==> src/rtl/pd_pkg.sv <==
// Shared definitions for the decode/execute pipeline register: operand-B select
// encodings, ALU select encodings and the constants loaded into a bubble.
package pd_pkg;

  localparam int unsigned XLEN      = 32;
  localparam int unsigned ALU_SEL_W = 4;

  // Operand B select; bit 1 set means immediate regardless of bit 0.
  localparam logic [1:0] SEL_RS2   = 2'b00;
  localparam logic [1:0] SEL_SHAMT = 2'b01;
  localparam logic [1:0] SEL_IMM   = 2'b10;

  typedef enum logic [ALU_SEL_W-1:0] {
    AluAdd  = 4'd0,
    AluSub  = 4'd1,
    AluSll  = 4'd2,
    AluSlt  = 4'd3,
    AluSltu = 4'd4,
    AluXor  = 4'd5,
    AluSrl  = 4'd6,
    AluSra  = 4'd7,
    AluOr   = 4'd8,
    AluAnd  = 4'd9,
    AluLui  = 4'd10
  } alu_sel_e;

  localparam logic [4:0]           BUBBLE_IDX   = 5'd0;
  localparam logic [ALU_SEL_W-1:0] BUBBLE_ALU   = AluAdd;
  localparam logic [1:0]           BUBBLE_B_SEL = SEL_RS2;

  function automatic logic b_sel_is_rs2(input logic [1:0] sel);
    return sel == SEL_RS2;
  endfunction

endpackage

==> src/rtl/load_use_detect.sv <==
// Combinational load-use interlock: stalls decode when it reads the destination
// of a load currently sitting in execute, unless execute is flushing.
module load_use_detect
  import pd_pkg::*;
(
  input  logic       d_valid,
  input  logic [4:0] d_rs1,
  input  logic [4:0] d_rs2,
  input  logic       d_pc_reg1_sel,
  input  logic [1:0] d_imm_rs2_shamt_sel,
  input  logic       d_mem_wen,
  input  logic       e_valid,
  input  logic       e_mem_ren,
  input  logic [4:0] e_rd,
  input  logic       ex_flush,
  output logic       lu_hazard,
  output logic       stall_fd
);

  logic rs1_used;
  logic rs2_used;
  logic rs1_hit;
  logic rs2_hit;

  always_comb begin
    rs1_used = ~d_pc_reg1_sel;
    // Stores read rs2 as the store data even though operand B is the immediate.
    rs2_used = b_sel_is_rs2(d_imm_rs2_shamt_sel) | d_mem_wen;
    rs1_hit  = rs1_used & (d_rs1 == e_rd);
    rs2_hit  = rs2_used & (d_rs2 == e_rd);
    lu_hazard = d_valid & e_valid & e_mem_ren & (e_rd != 5'd0) & (rs1_hit | rs2_hit);
    stall_fd  = lu_hazard & ~ex_flush;
  end

endmodule

==> src/rtl/decode_execute_reg.sv <==
// Decode-to-execute pipeline register with load-use bubble insertion, branch
// flush, write-back bypass into the captured operands and saturating counters.
module decode_execute_reg #(
  parameter int unsigned XLEN  = pd_pkg::XLEN,
  parameter int unsigned CNT_W = 32
) (
  input  logic             clock,
  input  logic             reset,
  input  logic             d_valid,
  input  logic [XLEN-1:0]  d_pc,
  input  logic [4:0]       d_rs1,
  input  logic [4:0]       d_rs2,
  input  logic [4:0]       d_rd,
  input  logic [XLEN-1:0]  d_rs1_data,
  input  logic [XLEN-1:0]  d_rs2_data,
  input  logic [XLEN-1:0]  d_imm,
  input  logic [XLEN-1:0]  d_shamt,
  input  logic             d_pc_reg1_sel,
  input  logic [1:0]       d_imm_rs2_shamt_sel,
  input  logic [3:0]       d_alu_sel,
  input  logic             d_reg_wen,
  input  logic             d_mem_ren,
  input  logic             d_mem_wen,
  input  logic             wb_reg_wen,
  input  logic [4:0]       wb_rd,
  input  logic [XLEN-1:0]  wb_data,
  input  logic             ex_flush,
  output logic             stall_fd,
  output logic             e_valid,
  output logic [XLEN-1:0]  e_pc,
  output logic [XLEN-1:0]  e_rs1_data,
  output logic [XLEN-1:0]  e_rs2_data,
  output logic [XLEN-1:0]  e_imm,
  output logic [XLEN-1:0]  e_shamt,
  output logic [4:0]       e_rs1,
  output logic [4:0]       e_rs2,
  output logic [4:0]       e_rd,
  output logic             e_pc_reg1_sel,
  output logic [1:0]       e_imm_rs2_shamt_sel,
  output logic [3:0]       e_alu_sel,
  output logic             e_reg_wen,
  output logic             e_mem_ren,
  output logic             e_mem_wen,
  output logic [CNT_W-1:0] stall_count,
  output logic [CNT_W-1:0] flush_count
);

  import pd_pkg::*;

  logic            lu_hazard;
  logic            load_bubble;
  logic [XLEN-1:0] rs1_fwd;
  logic [XLEN-1:0] rs2_fwd;

  load_use_detect u_load_use_detect (
    .d_valid             (d_valid),
    .d_rs1               (d_rs1),
    .d_rs2               (d_rs2),
    .d_pc_reg1_sel       (d_pc_reg1_sel),
    .d_imm_rs2_shamt_sel (d_imm_rs2_shamt_sel),
    .d_mem_wen           (d_mem_wen),
    .e_valid             (e_valid),
    .e_mem_ren           (e_mem_ren),
    .e_rd                (e_rd),
    .ex_flush            (ex_flush),
    .lu_hazard           (lu_hazard),
    .stall_fd            (stall_fd)
  );

  // The register file is written at the end of this cycle, so decode read stale data.
  always_comb begin
    rs1_fwd = d_rs1_data;
    rs2_fwd = d_rs2_data;
    if (wb_reg_wen && (wb_rd != 5'd0) && (wb_rd == d_rs1)) rs1_fwd = wb_data;
    if (wb_reg_wen && (wb_rd != 5'd0) && (wb_rd == d_rs2)) rs2_fwd = wb_data;
    load_bubble = ex_flush | lu_hazard | ~d_valid;
  end

  always_ff @(posedge clock) begin
    if (reset) begin
      e_valid             <= 1'b0;
      e_pc                <= '0;
      e_rs1_data          <= '0;
      e_rs2_data          <= '0;
      e_imm               <= '0;
      e_shamt             <= '0;
      e_rs1               <= BUBBLE_IDX;
      e_rs2               <= BUBBLE_IDX;
      e_rd                <= BUBBLE_IDX;
      e_pc_reg1_sel       <= 1'b0;
      e_imm_rs2_shamt_sel <= BUBBLE_B_SEL;
      e_alu_sel           <= BUBBLE_ALU;
      e_reg_wen           <= 1'b0;
      e_mem_ren           <= 1'b0;
      e_mem_wen           <= 1'b0;
      stall_count         <= '0;
      flush_count         <= '0;
    end else begin
      if (stall_fd && (stall_count != {CNT_W{1'b1}})) begin
        stall_count <= stall_count + CNT_W'(1);
      end
      if (ex_flush && (flush_count != {CNT_W{1'b1}})) begin
        flush_count <= flush_count + CNT_W'(1);
      end

      if (load_bubble) begin
        e_valid             <= 1'b0;
        e_pc                <= '0;
        e_rs1_data          <= '0;
        e_rs2_data          <= '0;
        e_imm               <= '0;
        e_shamt             <= '0;
        e_rs1               <= BUBBLE_IDX;
        e_rs2               <= BUBBLE_IDX;
        e_rd                <= BUBBLE_IDX;
        e_pc_reg1_sel       <= 1'b0;
        e_imm_rs2_shamt_sel <= BUBBLE_B_SEL;
        e_alu_sel           <= BUBBLE_ALU;
        e_reg_wen           <= 1'b0;
        e_mem_ren           <= 1'b0;
        e_mem_wen           <= 1'b0;
      end else begin
        e_valid             <= 1'b1;
        e_pc                <= d_pc;
        e_rs1_data          <= rs1_fwd;
        e_rs2_data          <= rs2_fwd;
        e_imm               <= d_imm;
        e_shamt             <= d_shamt;
        e_rs1               <= d_rs1;
        e_rs2               <= d_rs2;
        // Non-writing instructions carry rd=0 so forwarding never matches them.
        e_rd                <= d_reg_wen ? d_rd : BUBBLE_IDX;
        e_pc_reg1_sel       <= d_pc_reg1_sel;
        e_imm_rs2_shamt_sel <= d_imm_rs2_shamt_sel;
        e_alu_sel           <= d_alu_sel;
        e_reg_wen           <= d_reg_wen & (d_rd != 5'd0);
        e_mem_ren           <= d_mem_ren;
        e_mem_wen           <= d_mem_wen;
      end
    end
  end

endmodule

==> config.mk <==
export PLATFORM = sky130hd
export DESIGN_NAME = decode_execute_reg
export DESIGN_NICKNAME = d
export VERILOG_FILES = /design/src/rtl/pd_pkg.sv /design/src/rtl/load_use_detect.sv /design/src/rtl/decode_execute_reg.sv
export SDC_FILE = /design/constraint.sdc
export NUM_CORES = 1
export LEC_CHECK = 0
export ABC_AREA = 1
export CORE_AREA = 2 2 186 188
export DETAILED_ROUTE_END_ITERATION = 10
export DIE_AREA = 0 0 188 190
export PLACE_DENSITY = 0.63
export SLEW_MARGIN = 40
export SYNTH_ARGS = -nofsm -noshare
export SYNTH_HDL_FRONTEND = slang
export SYNTH_HIERARCHICAL = 1
export SYNTH_SLANG_ARGS = --single-unit
==> constraint.sdc <==
create_clock -name clock -period 1.88 [get_ports clock]
set_clock_uncertainty 0.05 [all_clocks]
set_input_delay 0.376 -clock clock [delete_from_list [all_inputs] [get_ports clock]]
set_output_delay 0.376 -clock clock [all_outputs]
set_load 0.01 [all_outputs]
==> flow_summary.ini, run 1 <==
[status]
outcome = finished, violations left
violations = negative setup slack

[placed_design]
gp_congestion = 0.947
dp_hpwl_um = 31200
portBuffers = 477
dp_cells = 2467

[timing]
finalCritPeriodShare_pct = 119
finalHoldViolCount = 0
fmax_ghz = 0.448
setup_slack_ns = -0.352
hold_slack_ns = 0.146
setup_viol = 211
min_period_ns = 2.23
drv_slew = 0
slew_headroom_pct = 74.4
tightestPinTransition_ns = 0.382
rsz0062_at_grt = yes

[logic_synthesis]
syn_nets = 1714
synth-seq-cells = 250
yosysTopAreaCell = dfxtp_1
syn-cell-area_um2 = 10400
ys_seq_area_share_pct = 48.3
synthCells = 1485
synthFlopType = dfxtp_1
synth.most_common_cell = nor2_1
synthTopCellsByCount = 338 x nor2_1, 283 x nand2_1, 250 x dfxtp_1
synth_edf_count = 0
ys_types = 33
synth.area.top_cells = dfxtp_1 48%, nor2_1 12%, nand2_1 10%, inv_1 8.2%, nand3_1 6.1%
yosysWarningCount = 6
synth_top_area_share_pct = 48.3
async_flop_share_pct = 0
avgSynthCellArea_um2 = 6.97

[worst_setup_path]
required_ns = 1.45
crit_start = d_rs1[4]
crit_type = in2out
crit_fanout = 3
start_kind = input pin
endpoint_kind = primary output
cp_cell_sequence = clkdlybuf4s50_1 -> inv_1 -> nand2_1 -> nand2_1 -> nor2_1 -> nand3_1 -> nand2_2 -> nand2_4 -> nor2_4 -> buf_6
crit_top_cell = nand2_1
cp_data_arrival_time_ns = 1.81
rr_startpoint = e_rd[4]
max_stage_delay_ns = 0.52
slowest_stage = clkdlybuf4s50_1
path_buf_inv = 3
critPathTopFamily = buffers and inverters

[grt]
grt.total_usage_pct = 22.0
grt.overflow.total = 0
antenna_found_initial = 2
grt_max_degree = 65
grt_pass1_wl_um = 61800
grt_pass1_vias = 11200

[cts]
cts_tree = built
htree_num_levels = 1
cts_made_buffers = 30
cts.sinks = 250
clk_pin_slew_ns = 0.05
root_buffer = clkbuf_16
clock_path_buffers = 3
clk_latency_ns = 0.56

[route]
vias = 11600
firstDrtPassIters = 5
antenna_left = 0
wire_per_inst_um = 16.6
routed_via_density = 4.53
drc = 0
wl_um = 42700
drt_first_iter_violations = 630

[worst_hold_path]
holdCritStartpoint = d_rs2[3]
hold_class = in2reg

[layout]
post_route_cells_drive_above_1_share_pct = 20.7
final_nets = 2315
areaGrowthSynthToFinish_pct = 84.4
final_cells = 2566
final_util_pct = 56.3

[die]
initial_core_util_pct = 30.5
rows = 68
coreArea_um2 = 33900
fp.dieArea_um2 = 35700
die_h_um = 190
die_w_um = 188
ioPinCount = 478

[pwr]
peakVddDrop_mv = 0.521
power.leakage_nw = 8.68
power_density_nw_per_um2 = 686

[flow_run]
max_cap_viol_count = 0
-- metal layers --
| layer | vias up | GRT usage [%] | share of wire, % |
|---|---|---|---|
| li1 | 5756 | - | - |
| met2 | 463 | 39.8 | 51 |
| met1 | 5315 | 25.4 | 38 |
| met4 | 0 | 7.90 | 3.8 |
| met3 | 92 | 5.02 | 7.4 |
| met5 | - | 0 | 0 |
-- flip-flops by register name, summed over array words and instances, names as in the netlist --
register and count:
e_pc_reg1_sel 1, e_rs2 5, e_imm 32, e_rs2_data 32
e_valid 1, stall_count 32, e_shamt 32, e_rs1 5
e_rd 5, e_rs1_data 32, e_imm_rs2_shamt_sel 2, e_mem_ren 1
e_reg_wen 1, e_pc 32, e_mem_wen 1, e_alu_sel 4
flush_count 32
-- path summary, 6_finish.rpt --
path | end | slack [ns] | depth (start not counted)
max | stall_fd | -0.35 | 10
max reg2reg | e_shamt[11] | -0.31 | 16
min reg2reg | flush_count[12] | 0.44 | 2
min | e_rs2[3] | 0.15 | 3
-- per-stage QoR --
stage	total power [mW]	setup WS [ns]	cell area (um2)	TNS, ns
floorplan	6.03	0.0471	10400	0
global placement	7.05	-0.817	16500	-142.21
detailed placement	7.06	-0.885	16500	-143.74
CTS	13.0	-0.356	17700	-20.16
global route	13.6	-0.435	19100	-62.66
finish	13.1	-0.352	19100	-45.21
-- worst reg2reg max path, delay by kind of cell, from the launching register on --
kind                   cells  cell delay (ns)
buffers and inverters     11             1.06
AND/OR/NAND/NOR            5             0.66
flip-flops                 1             0.36
-- power breakdown --
group	total (mW)	switching [mW]	internal [mW]	leakage, nW
combinational	1.72	0.755	0.961	6.14
sequential	5.45	0.0386	5.41	2.05
clock	5.93	2.32	3.61	0.494
total	13.1	3.11	9.98	8.68
-- layout make-up --
cell class | count | area, um2
antenna | 2 | 5.00
clock buffer | 44 | 875
clock inverter | 11 | 139
fill | 3111 | 14900
inverter | 237 | 953
multi-input combinational | 941 | 5010
sequential | 250 | 5050
tap | 455 | 569
timing repair buffer | 623 | 6440
timing repair inverter | 3 | 47.5
-- cell families (layout without fill, tap and decap cells) --
family / after synthesis / in the layout / synth area share [%]
AOI/OAI and AO/OA: 116 / 116 / 5.70
DFF: 250 / 250 / 48.3
and+or+nand+nor: 807 / 807 / 33.0
xor gates and xnor gates: 16 / 16 / 1.35
buffers and inverters: 294 / 918 / 11.4
other: 0 / 2 / 0
adders and majority gates: 2 / 2 / 0.242
-- cell usage in the layout, fill, tap and decap left out, drive strengths merged, types with 22 or more instances in the layout --
cell           netlist  layout
inv                236     236
clkbuf              28      55
buf                 29     136
nor2               349     349
clkdlybuf4s50        0     330
a21oi              109     109
dfxtp              250     250
nand4               22      22
dlygate4sd2          0     143
nand2              290     290
nand3              131     131
-- repair_timing --
item                       CTS  global route
setup buffers               12            10
setup endpoints to repair  347           268
gates cloned                 5            19
pin swaps                   17            25
gates resized for setup    243           254
hold buffers                 0             0
Power figures use the tool's default switching activity.
==> run 2, diff against run 1 <==
Settings changed: HOLD_SLACK_MARGIN set to 0.08, MAX_ROUTING_LAYER set to met4.
==> run 2 against run 1 <==
  * The flow still finishes with violations (negative setup slack)
  * Clock power shrank 3%
  * Critical endpoint unchanged
  * Sequential share of layout area grew 1.6 points
  * Register-to-register slack better by 0.04 ns
  * Global-route usage grew 0.29 points
  * Largest power group unchanged
  * Combinational power down 11%
==> flow_summary.ini, run 2 (synthesized netlist as in run 1, its figures left out) <==
[cts]
clock_path_buffers = 3
cts_made_buffers = 29
clk_latency_ns = 0.57
cts.sinks = 250
cts_tree = built
htree_num_levels = 1
clk_pin_slew_ns = 0.06
root_buffer = clkbuf_16

[timing]
fmax_ghz = 0.456
tightestPinTransition_ns = 0.378
finalCritPeriodShare_pct = 117
drv_slew = 0
setup_slack_ns = -0.313
min_period_ns = 2.19
slew_headroom_pct = 74.6
hold_slack_ns = 0.159
finalHoldViolCount = 0
rsz0062_at_grt = yes
setup-tns-final_ns = -38.92
setup_viol = 210

[layout]
final_area_um2 = 18100
final_nets = 2289
n_fill_cell = 3220
final_cell_mix = 289 x nor2_1, 258 x clkdlybuf4s50_1, 249 x nand2_1, 220 x inv_1, 211 x dfxtp_1
areaGrowthSynthToFinish_pct = 74.4
post_route_cells_drive_above_1_share_pct = 16.6
final_common_cell = nor2_1

[worst_setup_path]
crit_type = reg2out
cp_data_arrival_time_ns = 1.77
slowest_stage = dfxtp_4
max_stage_delay_ns = 0.37
cp_cell_sequence = inv_4 -> nand2_1 -> nand2_1 -> nor2_1 -> nand3_1 -> nand2_2 -> nand2_4 -> nor2_4 -> buf_6
critPathTopFamily = simple AND/OR/NAND/NOR gates
endpoint_kind = primary output
start_kind = flip-flop
worst-r2r-cell-count = 18
crit_fanout = 4
rr_startpoint = e_rd[4]
r2r_end = e_rs1_data[27]
required_ns = 1.45
path_buf_inv = 2
crit_top_cell = nand2_1
ff2ff_setup_slack_ns = -0.27

[pwr]
p_seq_share_pct = 42.7
pwr-share-clk_pct = 45.3
pwr-share-comb_pct = 12.0
power_density_nw_per_um2 = 706
peakVddDrop_mv = 0.749
power.leakage_nw = 9.28
power.total_mw = 12.7
p_int_mw = 9.74
netSwitchingPower_mw = 3.00
switching_share_pct = 23.5

[worst_hold_path]
hold_class = in2reg
holdCritStartpoint = d_rs2[3]
min_path_cells = 3
hold_end = e_rs2[3]

[route]
vias = 11400
firstDrtPassIters = 5
drc = 0
wl_um = 40700
routed_via_density = 4.47
drt_first_iter_violations = 597
wire_per_inst_um = 16.0
antenna_left = 0

[placed_design]
placedInstanceArea_um2 = 16500
dp_hpwl_um = 31500
gp_congestion = 0.953
place_worst_setup_slack_ns = -0.838
portBuffers = 477

[die]
initial_core_util_pct = 30.5
die_w_um = 188
ioPinCount = 478
die_h_um = 190
rows = 68
coreArea_um2 = 33900
fp.dieArea_um2 = 35700

[grt]
grt.total_usage_pct = 22.3
grt.overflow.total = 0
grt_max_degree = 65
grt_pass1_vias = 11100
grt_pass1_wl_um = 60800
antenna_found_initial = 6

[status]
outcome = finished, violations left
violations = negative setup slack

[flow_run]
max_cap_viol_count = 0
==> run 2: routing by layer <==
layer / global-route usage (%) / share of wire (%) / vias up
met5: - / 0 / -
met4: 8.54 / 3.6 / 0
met3: 5.31 / 6.5 / 68
met2: 38.0 / 50 / 414
met1: 25.5 / 40 / 5198
li1: - / - / 5699
==> run 2: worst max path at each step <==
stage / endpoint / cells past startpoint / start / slack [ns]
6_report: stall_fd / 9 / e_rd[4] / -0.31
5_1_grt: stall_fd / 9 / e_rd[3] / -0.41
4_1_cts: stall_fd / 8 / e_rd[3] / -0.34
3_5_place_dp: stall_count[19] / 17 / d_rs2[3] / -0.84
3_3_place_gp: stall_count[23] / 17 / d_rs2[3] / -0.80
2_1_floorplan: e_imm[0] / 13 / e_rd[4] / 0.05
==> run 2: power groups by stage <==
stage	sequential, mW	combinational [mW]	clock (mW)
6_report	5.44	1.53	5.77
5_1_grt	5.45	1.66	6.13
4_1_cts	5.45	1.47	5.91
3_5_place_dp	5.57	1.51	0
3_3_place_gp	5.57	1.50	0
2_1_floorplan	5.63	0.409	0
==> run 2: timing repair <==
item	CTS	global route
hold buffers	0	0
buffers inserted	3	5
gates resized for setup	258	145
endpoints found under the setup margin	370	236
pin swaps	11	9
gates cloned	0	8
==> run 2: worst min-delay path, stage by stage <==
cell and delay, ns:
dlymetal6s2s_1 0.17, inv_1 0.13, nor2_1 0.06
==> run 2: area by class of cell <==
class	instances	area, um2	area share, %
timing repair buffer	600	6020	33.3
multi-input combinational	941	4480	24.8
antenna	6	15.0	0.0831
tap	455	569	3.15
clock inverter	9	110	0.610
inverter	237	917	5.08
timing repair inverter	1	8.76	0.0485
clock buffer	45	876	4.85
sequential	250	5060	28.0
==> run 2: through the flow <==
stage | instances | utilization (%)
floorplan | 1485 | -
global placement | 2468 | 48.6
detailed placement | 2468 | 48.6
CTS | 2525 | 51.4
global route | 2544 | 53.2
finish | 2544 | 53.2
